`src/rtl/fetch_pkg.sv`:
```
// fetch_pkg: shared constants and types for the instruction fetch stage.
//   NOP              - instruction injected into IF/ID on bubbles (addi x0,x0,0)
//   DEFAULT_RESET_PC - default first fetch address after reset
//   fetch_entry_t    - {pc, instr} pair held by the response buffer
package fetch_pkg;

  localparam logic [31:0] NOP              = 32'h0000_0013;
  localparam logic [31:0] DEFAULT_RESET_PC = 32'hBFC0_0000;

  typedef struct packed {
    logic [31:0] pc;
    logic [31:0] instr;
  } fetch_entry_t;

endpackage

```
`src/rtl/fetch_fifo2.sv`:
```
// fetch_fifo2: 2-entry FIFO with parameterised payload width.
//   clk, rst_n     - clock, asynchronous active-low reset
//   push/wdata     - write request and payload (ignored when full unless popping)
//   pop            - remove head (ignored when empty)
//   flush          - empty the FIFO; wins over push and pop
//   rdata          - head payload (valid when !empty)
//   full/empty/count - occupancy status
module fetch_fifo2 #(
  parameter int DW = 64
) (
  input  logic          clk,
  input  logic          rst_n,
  input  logic          push,
  input  logic          pop,
  input  logic          flush,
  input  logic [DW-1:0] wdata,
  output logic [DW-1:0] rdata,
  output logic          full,
  output logic          empty,
  output logic [1:0]    count
);

  logic [DW-1:0] mem_q [2];
  logic [DW-1:0] mem_d [2];
  logic          rd_ptr_q, rd_ptr_d;
  logic          wr_ptr_q, wr_ptr_d;
  logic [1:0]    count_q, count_d;
  logic          do_push_s, do_pop_s;

  // Next-state: flush clears pointers; push on full is allowed only alongside a pop.
  always_comb begin
    mem_d[0]  = mem_q[0];
    mem_d[1]  = mem_q[1];
    rd_ptr_d  = rd_ptr_q;
    wr_ptr_d  = wr_ptr_q;
    count_d   = count_q;
    do_pop_s  = pop && (count_q != 2'd0);
    do_push_s = push && ((count_q != 2'd2) || do_pop_s);
    if (flush) begin
      rd_ptr_d = 1'b0;
      wr_ptr_d = 1'b0;
      count_d  = 2'd0;
    end else begin
      if (do_push_s) begin
        mem_d[wr_ptr_q] = wdata;
        wr_ptr_d        = ~wr_ptr_q;
      end else begin
        wr_ptr_d = wr_ptr_q;
      end
      if (do_pop_s) begin
        rd_ptr_d = ~rd_ptr_q;
      end else begin
        rd_ptr_d = rd_ptr_q;
      end
      count_d = count_q + {1'b0, do_push_s} - {1'b0, do_pop_s};
    end
  end

  // Storage and pointer registers.
  always_ff @(posedge clk or negedge rst_n) begin
    if (!rst_n) begin
      mem_q[0] <= '0;
      mem_q[1] <= '0;
      rd_ptr_q <= 1'b0;
      wr_ptr_q <= 1'b0;
      count_q  <= 2'd0;
    end else begin
      mem_q[0] <= mem_d[0];
      mem_q[1] <= mem_d[1];
      rd_ptr_q <= rd_ptr_d;
      wr_ptr_q <= wr_ptr_d;
      count_q  <= count_d;
    end
  end

  assign rdata = mem_q[rd_ptr_q];
  assign full  = (count_q == 2'd2);
  assign empty = (count_q == 2'd0);
  assign count = count_q;

endmodule

```
`src/rtl/fetch_stage.sv`:
```
// fetch_stage: instruction fetch stage. Owns the PC, issues word-aligned
// requests to a pipelined instruction memory, buffers up to two responses and
// presents them to IF/ID, injecting a NOP when nothing is available.
//   stall_F               - hold current outputs
//   redirect_E/target_E   - taken branch/jump; flushes everything fetched/in flight
//   imem_req/imem_addr    - request, accepted every cycle req is high
//   imem_valid/imem_rdata - in-order responses, latency >= 1
//   instr_F/PC_F/PCP4_F/valid_F - IF/ID feed
// Optional feature (macro FETCH_PERF_EN): adds 32-bit wrapping counters
//   fetch_count (issued requests) and drop_count (discarded responses plus
//   flushed buffer entries).
module fetch_stage
  import fetch_pkg::*;
#(
  parameter int               WIDTH    = 32,
  parameter logic [WIDTH-1:0] RESET_PC = WIDTH'(DEFAULT_RESET_PC)
) (
  input  logic             clk,
  input  logic             rst_n,
  input  logic             stall_F,
  input  logic             redirect_E,
  input  logic [WIDTH-1:0] target_E,
  output logic             imem_req,
  output logic [WIDTH-1:0] imem_addr,
  input  logic             imem_valid,
  input  logic [WIDTH-1:0] imem_rdata,
  output logic [WIDTH-1:0] instr_F,
  output logic [WIDTH-1:0] PC_F,
  output logic [WIDTH-1:0] PCP4_F,
  output logic             valid_F
`ifdef FETCH_PERF_EN
  ,
  output logic [31:0]      fetch_count,
  output logic [31:0]      drop_count
`endif
);

  logic [WIDTH-1:0]   pc_q, pc_d;
  logic [1:0]         drop_q, drop_d;
  logic [2*WIDTH-1:0] rsp_head_s;
  logic [WIDTH-1:0]   ifl_head_s;
  logic [1:0]         occ_s, inflight_s;
  logic               rsp_full_s, rsp_empty_s, ifl_full_s, ifl_empty_s;
  logic [2:0]         credit_s;
  logic               pop_s, issue_s, discard_s, rsp_push_s;
  logic               unused_s;

  assign pop_s    = valid_F && !stall_F;
  // Requests in flight plus buffered entries after this cycle's pop; a response
  // only moves an entry between the two terms so it does not matter here.
  assign credit_s = {1'b0, inflight_s} + {1'b0, occ_s} - {2'b00, pop_s};
  // rst_n keeps the request low while reset is held.
  assign issue_s  = rst_n && !redirect_E && !ifl_full_s && (credit_s < 3'd2);
  // A response arriving in the redirect cycle belongs to the old stream.
  assign discard_s  = imem_valid && ((drop_q != 2'd0) || redirect_E);
  assign rsp_push_s = imem_valid && (drop_q == 2'd0) && !redirect_E;
  assign unused_s   = &{1'b0, rsp_full_s, target_E[1:0]};

  fetch_fifo2 #(.DW(2*WIDTH)) u_rsp_buf (
    .clk   (clk),
    .rst_n (rst_n),
    .push  (rsp_push_s),
    .pop   (pop_s),
    .flush (redirect_E),
    .wdata ({ifl_head_s, imem_rdata}),
    .rdata (rsp_head_s),
    .full  (rsp_full_s),
    .empty (rsp_empty_s),
    .count (occ_s)
  );

  // In-flight PCs are never flushed: each outstanding response still has to
  // retire its PC, even when it is going to be dropped.
  fetch_fifo2 #(.DW(WIDTH)) u_ifl_pc (
    .clk   (clk),
    .rst_n (rst_n),
    .push  (issue_s),
    .pop   (imem_valid),
    .flush (1'b0),
    .wdata (pc_q),
    .rdata (ifl_head_s),
    .full  (ifl_full_s),
    .empty (ifl_empty_s),
    .count (inflight_s)
  );

  // Next PC and drop count; redirect wins over everything else.
  always_comb begin
    pc_d   = pc_q;
    drop_d = drop_q;
    if (redirect_E) begin
      pc_d = {target_E[WIDTH-1:2], 2'b00};
      if (imem_valid && !ifl_empty_s) begin
        drop_d = inflight_s - 2'd1;
      end else begin
        drop_d = inflight_s;
      end
    end else begin
      if (issue_s) begin
        pc_d = pc_q + WIDTH'(32'd4);
      end else begin
        pc_d = pc_q;
      end
      if (imem_valid && (drop_q != 2'd0)) begin
        drop_d = drop_q - 2'd1;
      end else begin
        drop_d = drop_q;
      end
    end
  end

  // PC and drop-count registers.
  always_ff @(posedge clk or negedge rst_n) begin
    if (!rst_n) begin
      pc_q   <= RESET_PC;
      drop_q <= 2'd0;
    end else begin
      pc_q   <= pc_d;
      drop_q <= drop_d;
    end
  end

  // IF/ID feed: buffer head, or a NOP bubble when empty.
  always_comb begin
    valid_F = !rsp_empty_s;
    instr_F = WIDTH'(NOP);
    PC_F    = '0;
    if (!rsp_empty_s) begin
      instr_F = rsp_head_s[WIDTH-1:0];
      PC_F    = rsp_head_s[2*WIDTH-1:WIDTH];
    end else begin
      instr_F = WIDTH'(NOP);
      PC_F    = '0;
    end
    PCP4_F = PC_F + WIDTH'(32'd4);
  end

  assign imem_req  = issue_s;
  assign imem_addr = pc_q;

`ifdef FETCH_PERF_EN
  logic [31:0] fetch_count_q, fetch_count_d;
  logic [31:0] drop_count_q, drop_count_d;

  // Counter next-state; flushed entries count as drops alongside discards.
  always_comb begin
    fetch_count_d = fetch_count_q + {31'd0, issue_s};
    drop_count_d  = drop_count_q + {31'd0, discard_s};
    if (redirect_E) begin
      drop_count_d = drop_count_d + {30'd0, occ_s};
    end else begin
      drop_count_d = drop_count_d;
    end
  end

  // Performance counter registers.
  always_ff @(posedge clk or negedge rst_n) begin
    if (!rst_n) begin
      fetch_count_q <= 32'd0;
      drop_count_q  <= 32'd0;
    end else begin
      fetch_count_q <= fetch_count_d;
      drop_count_q  <= drop_count_d;
    end
  end

  assign fetch_count = fetch_count_q;
  assign drop_count  = drop_count_q;
`endif

endmodule
```
`config.mk`:
```
export PLATFORM = sky130hd
export DESIGN_NAME = fetch_stage
export DESIGN_NICKNAME = d
export VERILOG_FILES = /design/src/rtl/fetch_pkg.sv /design/src/rtl/fetch_fifo2.sv /design/src/rtl/fetch_stage.sv
export SDC_FILE = /design/constraint.sdc
export NUM_CORES = 1
export LEC_CHECK = 0
export BUFFER_PORTS_ARGS = -buffer_cell sky130_fd_sc_hd__buf_2
export CAP_MARGIN = 20
export CORE_MARGIN = 3
export CORE_UTILIZATION = 50
export DETAILED_ROUTE_END_ITERATION = 8
export PLACE_DENSITY = 0.76
export SYNTH_ARGS = -nofsm -noshare
export SYNTH_HDL_FRONTEND = slang
export SYNTH_SLANG_ARGS = --single-unit
```
`constraint.sdc`:
```
create_clock -name clk -period 3.5 [get_ports clk]
set_input_delay 0.525 -clock clk [delete_from_list [all_inputs] [get_ports clk]]
set_output_delay 0.525 -clock clk [all_outputs]
set_load 0.005 [all_outputs]
```
[Word level (Yosys, flattened, before mapping)]
Index checks and enable logic that the tools add are counted.
Operators by class
  magnitude comparators: 7
  div/mod/pow operators: 0
  reduce and logical (&&, ||, !) cells: 32
  $mul: 0
  shifts and indexed selects: 0
  eq/ne operators: 3
  muxes and demuxes: 24
  bitwise logic cells: 9
  $add $sub $neg: 10
Operators with widths (count)
  32-bit two-way mux: 8
  64-bit two-way mux: 4
  128-bit bitwise mux: 1
  32-bit by 3-bit adder with 32-bit output (second input constant): 2
  64-bit bitwise mux: 1
  64-bit demux with 1-bit select: 1
  32-bit demux with 1-bit select: 1
  1-bit logical AND: 14
  2-bit nonzero test: 7
  2-bit >= comparator (second input constant): 4
  2-bit two-way mux: 4
  1-bit inverter with 2-bit output: 4
  2-bit zero test: 3
  1-bit zero test: 5
  1-bit inverter: 5
  2-bit by 1-bit adder with 2-bit output: 2
  2-bit by 1-bit < comparator with 1-bit output (second input constant): 2
  1-bit two-way mux: 4
  2-bit != test (second input constant): 2
  2-bit by 1-bit subtractor with 2-bit output: 2
  2-bit by 1-bit subtractor with 2-bit output (second input constant): 2
  2-bit by 2-bit adder with 3-bit output: 1
  3-bit by 2-bit < comparator with 1-bit output (second input constant): 1
  3-bit by 1-bit subtractor with 3-bit output: 1
  3 further kinds: 4
Storage, ports and cells
  output and inout port bits: 130
  word-level logic and storage cells: 97
  latch bits: 0
  memories: 0
  memory bits (read-only): 0
  input port bits: 69
  bits in writable memories: 0
  bits in registers: 234

[Depth between registers and ports, before layout]
Gate-level depths: netlist of run 1.
  depth after elaboration: 9
  depth in mapped cells: 16

[Modules after synthesis]
Synthesis of run 1 repeated with hierarchy kept, for this count alone.
Unflattened totals
  cells, all modules: 983
  area total of the unflattened synthesis: 12273.0 um2
By module, submodules not included
  fetch_fifo2 at u_rsp_buf: cells an instance 366, area an instance 5982.0 um2, times used 1
  fetch_stage: cells an instance 421, area an instance 3174.3 um2, times used 1
  fetch_fifo2 at u_ifl_pc: cells an instance 196, area an instance 3116.7 um2, times used 1

[Least setup slack after synthesis of run 1]
No wires, ideal clock.
  path type: register -> register
  from: register u_rsp_buf.count_q[1] (netlist: u_rsp_buf.count[1])
  to: register u_ifl_pc.mem_q[34] (netlist bit)
  required time: 3.375 ns
  setup time: 0.125 ns
  slack: -0.232 ns
  arrival time: 3.608 ns
  path buffers: 5
  stages on the path, launching flop included: 15
  cells stage by stage: dfrtp_1 > nor2_2 > buf_2 > buf_2 > buf_2 > nor2_1 > ha_1 > nand2b_1 > fa_1 > nand2_1 > or4_1 > buf_4 > nor2_1 > buf_4 > mux2_2
Between the ends
  longest elaborated chain between the ends: 7
  elaborated cells between the ends (all ways): 8
  those cells by class: 2 x add/sub; 1 x order compare; 5 x reduce/logical
RTL lines
  from (decl): RTL line fetch_fifo2.sv:27  | logic [1:0] count_q, count_d;
  from (signal assigned): RTL line fetch_fifo2.sv:72  | count_q <= count_d;
  parallel branches: the longest is 3 deep, another holds 2-bit by 2-bit adder with 3-bit output
  3-bit by 1-bit subtractor with 3-bit output (*): RTL line fetch_stage.sv:51  | assign credit_s = {1'b0, inflight_s} + {1'b0, occ_s} - {2'b00, pop_s};
  3-bit by 2-bit < comparator with 1-bit output (*): RTL line fetch_stage.sv:53  | assign issue_s = rst_n && !redirect_E && !ifl_full_s && (credit_s < 3'd2);
  1-bit logical AND (*): RTL line fetch_stage.sv:53
  1-bit logical AND (*): RTL line fetch_fifo2.sv:38  | do_push_s = push && ((count_q != 2'd2) || do_pop_s);
  to (decl): RTL line fetch_fifo2.sv:23  | logic [DW-1:0] mem_q [2];
Mark *: on every way between the ends.
A chain may end at the register's enable or synchronous reset.

[Final worst setup path of run 1]
  from: register u_rsp_buf.count_q[1] (netlist: u_rsp_buf.count[1])
  to: output port imem_req
Between the ends
  longest elaborated chain between the ends: 6
  elaborated cells between the ends (all ways): 7
  those cells by class: 2 x add/sub; 1 x order compare; 4 x reduce/logical
RTL lines
  parallel branches: the longest is 3 deep, another holds 2-bit by 2-bit adder with 3-bit output
  3-bit by 1-bit subtractor with 3-bit output (*): RTL line fetch_stage.sv:51
  3-bit by 2-bit < comparator with 1-bit output (*): RTL line fetch_stage.sv:53
  1-bit logical AND (*): RTL line fetch_stage.sv:53
  to (decl): RTL line fetch_stage.sv:23  | output logic imem_req,
Marks and branches as above.

==> results of run 1 <==
-- worst register-to-register path, cell delays in order (launching register included) --
cell	delay (ns)
dfrtp_1	0.41
nor2_4	0.15
nor2_1	0.07
ha_1	0.26
nand2b_1	0.15
fa_1	0.38
xnor2_1	0.18
or4_4	0.20
clkinv_8	0.10
nor2_1	0.82
o21ai_0	0.25
o211ai_1	0.15
-- flip-flops by register name, summed over array words and instances (netlist names) --
name,flops
u_ifl_pc.count,2
u_rsp_buf.mem_q,124
u_rsp_buf.rd_ptr_q,1
u_rsp_buf.count,2
u_rsp_buf.wr_ptr_q,1
u_ifl_pc.wr_ptr_q,1
drop_q,2
imem_addr,30
u_ifl_pc.rd_ptr_q,1
u_ifl_pc.mem_q,60
-- routing by layer --
metal / wire (um) / vias up
met3: 1320 / 18
met2: 12000 / 243
li1: - / 3953
met1: 12500 / 4081
met4: 264 / 0
met5: 0 / -
-- logic make-up after synthesis --
kind of cell | synth area share (%)
compound gates | 8.10
xor+xnor | 2.88
fa+ha+maj | 1.40
buf+inv | 4.24
flops | 49.9
mux | 20.3
other cells | 0.0333
simple gates | 13.2
-- layout make-up --
class                   instances  area (um^2)
flip-flops and latches        224         5620
clock buffers                  35          671
repair buffers                232         1370
well taps                     280          350
fillers                      1804         8480
inverters                      22         95.1
clock inverters                 5         77.6
diodes                          1         2.50
multi-input cells             706         5290
-- how the worst max path moves through the flow --
stage,startpoint,end,slack (ns),depth (start not counted)
after global placement,stall_F,imem_addr[21],0.04,11
after detailed placement,stall_F,imem_addr[18],-0.04,11
after CTS,u_rsp_buf.rd_ptr_q,PCP4_F[26],0.008,10
final,u_rsp_buf.count[1],imem_req,0.07,9
after global routing,u_rsp_buf.count[0],imem_req,-0.002,9
after floorplan,u_rsp_buf.count[1],u_ifl_pc.mem_q[34],0.001,14
-- synthesized netlist by cell type, types with 3 or more instances --
cell type	number	area share (%)
a221o_1	6	0.53
ha_1	11	1.2
dfrtp_1	215	48
nand4_1	11	0.61
xnor2_1	16	1.2
inv_1	21	0.70
nand2_1	86	2.9
buf_6	3	0.30
nand2b_1	5	0.28
a31oi_1	6	0.33
nor4_1	4	0.22
and4_1	3	0.23
a211oi_4	4	0.71
a21oi_1	37	1.6
a21o_1	3	0.20
mux2_2	114	11
nand3_1	21	0.93
o311ai_0	10	0.78
o211ai_1	8	0.53
mux2_1	5	0.50
nor2_2	3	0.17
clkbuf_1	20	0.67
dfstp_2	9	2.1
nand3b_1	5	0.33
buf_4	14	0.93
or4_1	4	0.27
and3_1	5	0.28
nor2b_1	3	0.17
mux2i_1	94	8.4
nor3_1	14	0.62
nor2_1	110	3.7
a211oi_1	3	0.20
nand3b_4	3	0.53
xor2_1	21	1.6
o21ai_0	52	2.3
buf_2	25	1.1
nor4_2	6	0.67
-- repair_timing --
action | in CTS | in global routing
endpoints found under the setup margin | 15 | 12
gates cloned | 2 | 0
hold buffers | 1 | 0
resized for setup | 5 | 9
pin swaps | 6 | 6
buffers inserted | 6 | 13
hold endpoints to repair | 25 | 0
-- power groups by stage --
| stage | Combinational [mW] | Clock [mW] | Sequential, mW |
|---|---|---|---|
| final | 4.46 | 2.41 | 4.50 |
| after CTS | 4.39 | 2.46 | 4.49 |
| after global placement | 4.15 | 0 | 4.44 |
| after global routing | 4.93 | 2.58 | 4.64 |
| after detailed placement | 4.28 | 0 | 4.52 |
| after floorplan | 3.13 | 0 | 4.26 |
==> reports/metrics.cfg, run 1 <==
[yosys]
ys_types = 61
synth-main-ff-cell = dfrtp_1
ys_warn_count = 0
syn_area_mm2 = 0.0113
synthArstFlopShare_pct = 100
seq_area_frac_synth_pct = 49.9
avgSynthCellArea_um2 = 11.1
synth_edf_count = 0
synth_cells = 1013
synth-seq-cells = 224

[clock_network]
clockRootBuffer = clkbuf_16
path_clk_slew_ns = 0.06
cts_tree = built
numCtsBuffers = 23
clockBufferDepth = 3
cts_sinks = 224
cts_max_level = 1
insertion_delay_ns = 0.50

[routing]
drc = 0
post_drt_wl_per_cell_um = 17.3
drtAntennaViolNets = 0
dr.first_iter.drc_count = 473
wl_mm = 26.1
drt_first_pass_iters = 5
vias = 8295
vias_per_cell = 5.51

[place]
hpwlAfterDp_mm = 17.8
place_inst = 1442
port_buffers = 190
post-place-ws_ns = -0.0356
place_area_mm2 = 0.0124
gp_congestion = 0.835

[floorplan]
die-area_mm2 = 0.0243
dieWidth_um = 156
start_util_pct = 51.3
rows = 54
fp.dieH_um = 156
num_io_pins = 199
core_area_mm2 = 0.0220

[finish]
layout_common_cells = dfrtp_1, buf_2, mux2_2, nor2_1, mux2i_1
stdcell_count = 1505
area_growth_pct = 19.7
layout-drive-gt1-share_pct = 35.0
fin_util_pct = 61.4
layout_commonest_cell = dfrtp_1
final_area_mm2 = 0.0135
nNetsFinal = 1290

[critical_path]
r2r-start = u_rsp_buf.count[1]
critPathTopFamily = simple AND/OR/NAND/NOR gates
worstSetupEndpointType = output pin
r2r-end = imem_addr[18]
slowest_delay_ns = 0.60
start_kind = flip-flop
cp.required_ns = 2.97
path_cells = nor2_4 -> nor2_1 -> ha_1 -> nand2b_1 -> fa_1 -> nand2_1 -> or4_4 -> clkinv_8 -> buf_2
critPathSlowestCell = or4_4
rrSetupSlack_ns = 0.32
path_class = flip-flop to output pin
path_buf_inv = 2
path_max_fanout = 14
cp.arrival_ns = 2.90
r2r_cells = 11

[power]
p_leak_nw = 6.45
pwr-share-comb_pct = 39.2
switching_share_pct = 35.4
p_clk_share_pct = 21.2
seqPwrFrac_pct = 39.6
vdd_drop_max_mv = 0.451
power.density_mw_per_mm2 = 843
p_switching_mw = 4.02
internal_power_mw = 7.34
total_power_mw = 11.4

[timing]
finalMaxSlewViolations = 0
finalSetupTns_ns = 0
post-route-min-period_ns = 3.43
hold_viol = 0
worst_slack_ns = 0.0728
finClkSkew_ns = 0.0124
max_slew_margin_pct = 28.1
hold_ws_ns = 0.233
fin_crit_sh_pct = 97.9
finalSetupViolations = 0
max_freq_ghz = 0.292
worst-slew-pin-transition_ns = 1.07

[global_route]
grt_pass1_wl_mm = 42.0
busiest_layer = met2
antenna_found_initial = 1
use_met2_pct = 33.0
grt_use_total_pct = 21.1
use_met3_pct = 2.27
grt_max_degree = 73
overflow = 0
grtUsageMet1_pct = 32.2
grt_pass1_vias = 7997

[outcome]
outcome = finished clean

[min_path]
holdPathStages = 3
min_to = imem_addr[29]
hold_path_class = primary input to flip-flop
hold_start = target_E[29]

[run]
drv_cap = 0

(Power assumes the default switching activity.)
==> inputs of run 2 (changes only) <==
SYNTH_HIERARCHICAL = 1   (was default)
==> reports/metrics.cfg, run 2 <==
[timing]
post-route-min-period_ns = 3.41
finalMaxSlewViolations = 0
fin_crit_sh_pct = 97.6
max_freq_ghz = 0.293
finalSetupViolations = 0
rsz0062_at_grt = true
finalSetupTns_ns = 0
finClkSkew_ns = 0.0176
hold_viol = 0
worst-slew-pin-transition_ns = 0.933
max_slew_margin_pct = 37.8
hold_ws_ns = 0.208

[floorplan]
num_io_pins = 199
die-area_mm2 = 0.0264
core_area_mm2 = 0.0238
start_util_pct = 51.5
rows = 56
fp.dieH_um = 163
dieWidth_um = 163

[clock_network]
numCtsBuffers = 25
cts_max_level = 1
clockBufferDepth = 3
clockRootBuffer = clkbuf_16
path_clk_slew_ns = 0.06
insertion_delay_ns = 0.52
cts_tree = built
cts_sinks = 232

[finish]
layout-drive-gt1-share_pct = 46.1
largest_reg_flops = 128
diodes = 0
area_growth_pct = 19.1
nNetsFinal = 1265
fin_util_pct = 61.3
layout_common_cells = dfrtp_1, buf_2, mux2_2, mux2_4, nor2b_1
regMostFlops = u_rsp_buf/mem_q
seq_area_mm2 = 0.00582
layout_commonest_cell = dfrtp_1
multi_input_area_mm2 = 0.00622
nFillCells = 1916

[routing]
wl_mm = 28.6
drt_first_pass_iters = 6
dr.first_iter.drc_count = 501
drtAntennaViolNets = 0
post_drt_wl_per_cell_um = 18.9
vias = 8370
vias_per_cell = 5.51
drc = 0

[yosys]
ys_warn_count = 6
avgSynthCellArea_um2 = 12.5
synth_cells = 982
syn_area_mm2 = 0.0123

[power]
p_clk_share_pct = 25.4
seqPwrFrac_pct = 42.9
vdd_drop_max_mv = 0.367
switching_share_pct = 30.4
p_switching_mw = 3.04
pwr-share-comb_pct = 31.7
total_power_mw = 9.98
internal_power_mw = 6.95
power.density_mw_per_mm2 = 684
p_leak_nw = 6.98

[global_route]
grt_pass1_vias = 8676
overflow = 0
grt_use_total_pct = 21.5
grt_pass1_wl_mm = 46.5
antenna_found_initial = 0
grt_max_degree = 157

[critical_path]
start_kind = flip-flop
rrSetupSlack_ns = 0.23
path_max_fanout = 11
cp.required_ns = 2.97
path_class = flip-flop to output pin
cp.arrival_ns = 2.89
worstSetupEndpointType = output pin

[run]
drv_cap = 0

[place]
hpwlAfterDp_mm = 19.0
gp_congestion = 0.849
port_buffers = 194

[outcome]
outcome = finished clean

[min_path]
hold_path_class = primary input to flip-flop

==> run 2: final timing paths <==
path | start | end | cells after the start
setup / recovery | u_rsp_buf/rd_ptr_q | PCP4_F[31] | 8
hold / removal | target_E[3] | imem_addr[3] | 3
setup reg to reg | u_rsp_buf/count[1] | u_ifl_pc/count[1] | 15
hold reg to reg | u_rsp_buf/mem_q[63] | u_rsp_buf/mem_q[63] | 1
max in group asynchronous | rst_n | imem_addr[13] | 3
min in group asynchronous | rst_n | u_rsp_buf/mem_q[36] | 2
==> run 2: power by group through the flow <==
stage	Sequential, mW	Combinational, mW	Clock (mW)
floorplan	4.08	2.38	0
CTS	4.28	3.16	2.59
detailed placement	4.32	3.08	0
global placement	4.25	3.00	0
finish	4.28	3.17	2.53
global route	4.42	3.46	2.71
==> run 2: area by class of cell <==
cell class	count	share of cell area, %
Inverter	24	0.668
Tap cell	319	2.73
Multi-Input combinational cell	679	42.6
Clock inverter	6	0.403
Sequential cell	232	39.9
Timing Repair Buffer	224	8.83
Clock buffer	35	4.95
==> run 2: what timing repair did <==
action | 4_1_cts | 5_1_grt
setup buffers | 6 | 2
hold buffers | 1 | 0
hold endpoints to repair | 10 | 0
pin swaps | 4 | 5
gates resized for setup | 21 | 13
endpoints found under the setup margin | 14 | 13
==> run 2: per-layer routing <==
layer  track usage [%]  part of all wire [%]
met5                 0                     0
met4              5.27                   2.1
met3              3.18                   5.6
met2              33.7                    45
met1              31.8                    47
==> run 2: stage by stage <==
stage                     instance area [um^2]  setup WS, ns  std cells
after floorplan                          12400      -0.00485        993
after global placement                   13600         0.243       1469
after detailed placement                 13600         0.218       1469
after CTS                                14500        0.0110       1517
after global routing                     14600       -0.0405       1519
final                                    14600        0.0855       1519
==> run 2: critical path: stages, from the launching register on <==
cell and delay, ns:
dfrtp_2 0.47, buf_4 0.21, buf_4 0.20, mux2_2 0.30
nand4_1 0.16, or4_4 0.53, nor3_2 0.20, xor2_1 0.16
buf_2 0.14
